### src/rtl/mv_row_accumulator_if.sv
// Beat stream into the row accumulator and row-result write port out of it.
//  master: the pacing controller / bench (drives beats, observes results)
//  slave : mv_row_accumulator
//  Beat side  : in_valid, m_data, v_data, zero_in, last, rows_over
//  Result side: res_we, res_addr {bank,row}, res_data, done, bank
interface mv_row_accumulator_if #(
  parameter int unsigned DATA_W = 16,
  parameter int unsigned OUT_W  = 32,
  parameter int unsigned ROW_W  = 9
);
  logic                     in_valid;
  logic signed [DATA_W-1:0] m_data;
  logic signed [DATA_W-1:0] v_data;
  logic                     zero_in;
  logic                     last;
  logic                     rows_over;

  logic                     res_we;
  logic [ROW_W:0]           res_addr;
  logic signed [OUT_W-1:0]  res_data;
  logic                     done;
  logic                     bank;

  modport master (
    output in_valid, m_data, v_data, zero_in, last, rows_over,
    input  res_we, res_addr, res_data, done, bank
  );

  modport slave (
    input  in_valid, m_data, v_data, zero_in, last, rows_over,
    output res_we, res_addr, res_data, done, bank
  );
endinterface

### src/rtl/mv_row_accumulator.sv
// Datapath end of the matrix-vector engine: multiplies each matrix/vector beat,
// accumulates per row under the controller's zero_in/last/rows_over tags and
// writes each finished, saturated row sum to a ping-pong vector BRAM bank.
// Ports:
//  clk    rising-edge clock
//  rstn   async active-low reset
//  bus    mv_row_accumulator_if.slave (beat stream in, row-result writes out)
module mv_row_accumulator #(
  parameter int unsigned DATA_W     = 16,
  parameter int unsigned MUL_STAGES = 2,
  parameter int unsigned ACC_W      = 40,
  parameter int unsigned OUT_W      = 32,
  parameter int unsigned ROW_W      = 9
) (
  input  logic                 clk,
  input  logic                 rstn,
  mv_row_accumulator_if.slave  bus
);

  localparam int unsigned PROD_W = 2 * DATA_W;

  // Row-sum clamp bounds expressed at accumulator width.
  localparam logic signed [ACC_W-1:0] SAT_HI  = ACC_W'({1'b0, {(OUT_W-1){1'b1}}});
  localparam logic signed [ACC_W-1:0] SAT_LO  = ~SAT_HI;
  localparam logic [OUT_W-1:0]        OUT_MAX = {1'b0, {(OUT_W-1){1'b1}}};
  localparam logic [OUT_W-1:0]        OUT_MIN = {1'b1, {(OUT_W-1){1'b0}}};

  typedef struct packed {
    logic valid;
    logic zero_in;
    logic last;
    logic rows_over;
  } tag_t;

  tag_t                                 in_tag_q;
  logic signed [DATA_W-1:0]             m_q;
  logic signed [DATA_W-1:0]             v_q;
  logic signed [PROD_W-1:0]             prod_c;
  logic [MUL_STAGES-1:0][PROD_W-1:0]    prod_q;
  tag_t [MUL_STAGES-1:0]                tag_q;

  tag_t                                 tag_out;
  logic signed [PROD_W-1:0]             p_out;
  logic signed [ACC_W-1:0]              p_ext_c;
  logic signed [ACC_W-1:0]              sum_c;
  logic [OUT_W-1:0]                     sat_c;

  logic signed [ACC_W-1:0]              acc_q;
  logic [ROW_W-1:0]                     row_q;
  logic                                 bank_q;
  logic                                 res_we_q;
  logic                                 done_q;
  logic [ROW_W:0]                       res_addr_q;
  logic [OUT_W-1:0]                     res_data_q;

  // Operand capture; tags are forced low on invalid beats so bubbles carry nothing.
  always_ff @(posedge clk or negedge rstn) begin
    if (!rstn) begin
      in_tag_q <= '0;
      m_q      <= '0;
      v_q      <= '0;
    end else begin
      in_tag_q.valid     <= bus.in_valid;
      in_tag_q.zero_in   <= bus.in_valid & bus.zero_in;
      in_tag_q.last      <= bus.in_valid & bus.last;
      in_tag_q.rows_over <= bus.in_valid & bus.rows_over;
      m_q                <= bus.m_data;
      v_q                <= bus.v_data;
    end
  end

  // Sign-extend both operands first so the product is full precision.
  assign prod_c = PROD_W'(m_q) * PROD_W'(v_q);

  // Multiplier pipeline; tags travel alongside the product.
  if (MUL_STAGES == 1) begin : g_mul_one
    always_ff @(posedge clk or negedge rstn) begin
      if (!rstn) begin
        prod_q <= '0;
        tag_q  <= '0;
      end else begin
        prod_q <= prod_c;
        tag_q  <= in_tag_q;
      end
    end
  end else begin : g_mul_many
    always_ff @(posedge clk or negedge rstn) begin
      if (!rstn) begin
        prod_q <= '0;
        tag_q  <= '0;
      end else begin
        prod_q <= {prod_q[MUL_STAGES-2:0], prod_c};
        tag_q  <= {tag_q[MUL_STAGES-2:0], in_tag_q};
      end
    end
  end

  assign tag_out = tag_q[MUL_STAGES-1];
  assign p_out   = prod_q[MUL_STAGES-1];

  // Row sum and clamp to the output width.
  always_comb begin
    p_ext_c = ACC_W'(p_out);
    sum_c   = tag_out.zero_in ? p_ext_c : acc_q + p_ext_c;
    sat_c   = sum_c[OUT_W-1:0];
    if (sum_c > SAT_HI) begin
      sat_c = OUT_MAX;
    end else if (sum_c < SAT_LO) begin
      sat_c = OUT_MIN;
    end
  end

  // Accumulator, row/bank bookkeeping and registered write port.
  always_ff @(posedge clk or negedge rstn) begin
    if (!rstn) begin
      acc_q      <= '0;
      row_q      <= '0;
      bank_q     <= 1'b0;
      res_we_q   <= 1'b0;
      done_q     <= 1'b0;
      res_addr_q <= '0;
      res_data_q <= '0;
    end else begin
      res_we_q <= 1'b0;
      done_q   <= 1'b0;
      if (tag_out.valid) begin
        acc_q <= sum_c;
        if (tag_out.last) begin
          res_we_q   <= 1'b1;
          res_data_q <= sat_c;
          res_addr_q <= {bank_q, row_q};
          row_q      <= row_q + ROW_W'(1);
          // Pass end: restart rows in the other bank; this write keeps the old bank.
          if (tag_out.rows_over) begin
            done_q <= 1'b1;
            row_q  <= '0;
            bank_q <= ~bank_q;
          end
        end
      end
    end
  end

  assign bus.res_we   = res_we_q;
  assign bus.done     = done_q;
  assign bus.res_addr = res_addr_q;
  assign bus.res_data = res_data_q;
  assign bus.bank     = bank_q;

endmodule

### src/flat_wrapper.sv
// flat-port wrapper written by rule: the top's interface ports become plain ports
module mv_row_accumulator_flat 
#(
  parameter int unsigned DATA_W     = 16,
  parameter int unsigned MUL_STAGES = 2,
  parameter int unsigned ACC_W      = 40,
  parameter int unsigned OUT_W      = 32,
  parameter int unsigned ROW_W      = 9
)
  (clk, rstn, bus_in_valid, bus_m_data, bus_v_data, bus_zero_in, bus_last, bus_rows_over, bus_res_we, bus_res_addr, bus_res_data, bus_done, bus_bank);
  mv_row_accumulator_if #(.DATA_W(DATA_W), .OUT_W(OUT_W), .ROW_W(ROW_W)) bus_i ();
  input  logic clk;
  input  logic rstn;
  input wire logic [$bits(bus_i.in_valid)-1:0] bus_in_valid;
  input wire logic [$bits(bus_i.m_data)-1:0] bus_m_data;
  input wire logic [$bits(bus_i.v_data)-1:0] bus_v_data;
  input wire logic [$bits(bus_i.zero_in)-1:0] bus_zero_in;
  input wire logic [$bits(bus_i.last)-1:0] bus_last;
  input wire logic [$bits(bus_i.rows_over)-1:0] bus_rows_over;
  output wire logic [$bits(bus_i.res_we)-1:0] bus_res_we;
  output wire logic [$bits(bus_i.res_addr)-1:0] bus_res_addr;
  output wire logic [$bits(bus_i.res_data)-1:0] bus_res_data;
  output wire logic [$bits(bus_i.done)-1:0] bus_done;
  output wire logic [$bits(bus_i.bank)-1:0] bus_bank;
  assign bus_i.in_valid = bus_in_valid;
  assign bus_i.m_data = bus_m_data;
  assign bus_i.v_data = bus_v_data;
  assign bus_i.zero_in = bus_zero_in;
  assign bus_i.last = bus_last;
  assign bus_i.rows_over = bus_rows_over;
  assign bus_res_we = bus_i.res_we;
  assign bus_res_addr = bus_i.res_addr;
  assign bus_res_data = bus_i.res_data;
  assign bus_done = bus_i.done;
  assign bus_bank = bus_i.bank;
  mv_row_accumulator #(.DATA_W(DATA_W), .MUL_STAGES(MUL_STAGES), .ACC_W(ACC_W), .OUT_W(OUT_W), .ROW_W(ROW_W)) u_core (.clk(clk), .rstn(rstn), .bus(bus_i));
endmodule
### config.mk
export PLATFORM = sky130hd
export DESIGN_NAME = mv_row_accumulator_flat
export DESIGN_NICKNAME = d
export VERILOG_FILES = /design/src/rtl/mv_row_accumulator_if.sv /design/src/rtl/mv_row_accumulator.sv /design/src/flat_wrapper.sv
export SDC_FILE = /design/constraint.sdc
export NUM_CORES = 1
export LEC_CHECK = 0
export CORE_MARGIN = 2
export CORE_UTILIZATION = 45
export CTS_CLUSTER_SIZE = 28
export DETAILED_ROUTE_END_ITERATION = 8
export GPL_ROUTABILITY_DRIVEN = 0
export SYNTH_ARGS = -nofsm -noshare
export SYNTH_HDL_FRONTEND = slang
export SYNTH_SLANG_ARGS = --single-unit
### constraint.sdc
create_clock -name clk -period 16.5 [get_ports clk]
set_input_delay 1.65 -clock clk [delete_from_list [all_inputs] [get_ports clk]]
set_output_delay 1.65 -clock clk [all_outputs]
set_load 0.005 [all_outputs]
==> out/metrics.cfg <==
[synthesis]
synth_cell_type_count=66
syn_area_sq_mm=0.0191
syn_area_per_cell_sq_um=9.74
synth-edff-count=0
async_flop_share_pct=100
synth-simple-area-share_pct=14.3
ys_warn_count=0
synth_top_family_by_area=adder cells
synth-main-ff-cell=dfrtp_1
synth_compound_area_share_pct=11.1
synth_xor_area_share_pct=3.30
yosysSeqAreaShare_pct=26.4
yosys_register_bits=202
syn_nets=2387
synth_fa_ha_area_share_pct=35.5
synth.area.mux_share_pct=0.903
syn_inst=1964

[routing]
drt_iter0_markers=939
dr_total_vias=13180
drt_wl_total_mm=41.7
ant_nets=0
drt-wirelength-per-cell_um=16.3
drc=0
viasPerCell=5.15
drtPass1Iterations=5

[clock_network]
htree_levels=1
cts_root_buf=clkbuf_16
cts_sinks=202
clk_pin_slew_ps=60
cts_tree=yes
hold_buffers=0
cts_inserted_buffers=23
clk_path_buf_depth=3
cts-resized-gates=0
clk_latency_ps=530
post-cts-setup-buffers=0

[finish]
final_cell_mix=inv_1, fa_1, nand2_1
num_antenna_cells=0
num-nets-final=2428
drive_gt1_share_pct=5.79
instances_no_fill=2558
final_common_cell=inv_1
syn2layout_area_growth_pct=10.3

[setup_path]
endpoint_kind=register
crit_fanout=16
crit_arrival_ps=7170
cp.required_ps=16940
path_class=register to register
worstSetupStartpointType=register

[floorplanning]
core_sq_mm=0.0419
dieArea_sq_mm=0.0442
die_y_um=210
initial_core_util_pct=45.6
die_w_um=210
rows=75
num_io_pins=83

[timing]
rsz0062_at_grt=no
hold_ws_ps=343
post-route-period-util_pct=40.8
slew_violations=0
slew_headroom_pct=39.6
clock_skew_ps=16.5
worst_pin_slew_ps=894
worst_slack_ps=9770
period_needed_ps=6730
setup_violations=0
fin_tns_setup_ps=0
finalHoldViolations=0
clock.fmax_mhz=149

[run]
drv_cap=0

[global_routing]
grt_pass1_vias=13497
overflow=0
antenna_found_initial=0
grt_first_pass_wirelength_mm=70.0
grt_max_degree=96
track_usage_pct=19.6

[place]
dpl.cell_count=2519
pre_cts_ws_ps=9700
hpwlAfterDp_mm=32.9
portBuffers=82

[outcome]
status=finished, final reports clean

[worst_hold_path]
holdCritPathClass=register to register

## cells by family after synthesis
family | Yosys count
adders and majority gates | 385
DFF | 202
muxes | 16
xor gates and xnor gates | 72
buffers and inverters | 410
and+or+nand+nor | 571
AOI/OAI and AO/OA | 308
## metal layers
layer	track usage, %	wire length [um]
met1	28.6	20200
met2	31.3	19000
met3	2.76	1860
met4	3.96	667
met5	0	0
## worst paths after layout
kind | from | endpoint | slack [ps] | depth (start not counted)
worst max-delay path | u_core.v_q[1] | u_core.prod_q[30] | 9770 | 20
worst min-delay path | u_core.tag_q[1] | u_core.tag_out[1] | 340 | 0
worst max register to register | u_core.v_q[1] | u_core.prod_q[30] | 9770 | 20
worst min register to register | u_core.tag_q[1] | u_core.tag_out[1] | 340 | 0
max in group asynchronous | rstn | u_core.m_q[15] | 13320 | 3
min in group asynchronous | rstn | u_core.bus.res_addr[3] | 1200 | 1
## cell type report
| cell class | instances | area, sq um |
|---|---|---|
| fillers | 3881 | 20800 |
| well taps | 539 | 674 |
| multi-input cells | 1352 | 12500 |
| inverters | 337 | 1260 |
| clock buffers | 31 | 656 |
| flip-flops and latches | 202 | 5060 |
| repair buffers | 89 | 877 |
| clock inverters | 8 | 98.8 |
## synthesized netlist by cell type, types with 3 or more instances
master	number	area, sq um
inv_1	337	1260
fa_1	263	5270
nand2_1	212	796
dfrtp_1	202	5050
and2_1	134	838
nor2_1	125	469
ha_1	122	1530
a21oi_1	104	521
o21ai_0	58	290
clkbuf_1	51	191
xnor2_1	48	420
o22ai_2	30	375
a21o_1	25	188
xor2_1	24	210
or2_2	21	131
nand4_1	14	87.6
o21bai_1	13	97.6
nand2b_1	11	68.8
nand3_1	11	55.1
mux2_2	10	113
buf_1	9	33.8
nor3_1	9	45.0
o21a_1	9	67.6
a211oi_1	8	60.1
buf_6	8	90.1
nor2b_1	8	50.1
a31oi_1	7	43.8
and3_1	7	43.8
o211ai_1	7	52.6
mux2i_1	6	60.1
o22ai_1	6	37.5
o31ai_1	5	37.5
or3_1	5	31.3
a21boi_0	4	30.0
buf_2	4	20.0
o22a_1	4	35.0
a221o_1	3	30.0
nor3b_1	3	22.5
o21ai_1	3	15.0
## critical path, stage by stage, from the launching register on
cell and delay (ps):
dfrtp_1 710, nand2_1 210, inv_1 170, fa_1 520
fa_1 920, fa_1 520, fa_1 470, fa_1 540
inv_1 50, fa_1 530, inv_1 40, ha_1 330
inv_1 90, o21bai_1 80, a21oi_1 190, nor3b_1 260
a21oi_1 170, a2111o_1 420, a21o_1 160, a21oi_1 160
xnor2_1 130
## flip-flops by register name (all words and copies together), names as in the netlist, 9 cells and up
signal               count
u_core.prod_q           32
u_core.p_out            32
u_core.bus.res_data     32
u_core.bus.res_addr     10
u_core.m_q              16
u_core.row_q             9
u_core.v_q              16
u_core.acc_q            40
## per-stage QoR
stage / util (%) / instance area [sq um]
final: 50.3 / 21100
after global routing: 50.3 / 21100
after CTS: 50.3 / 21100
after detailed placement: 48.5 / 20300
after global placement: 48.5 / 20300
after floorplan: - / 19100
Power is left out: the tool's default activity adds up to more than one toggle a clock period on the data nets, which glitch-free logic cannot reach.
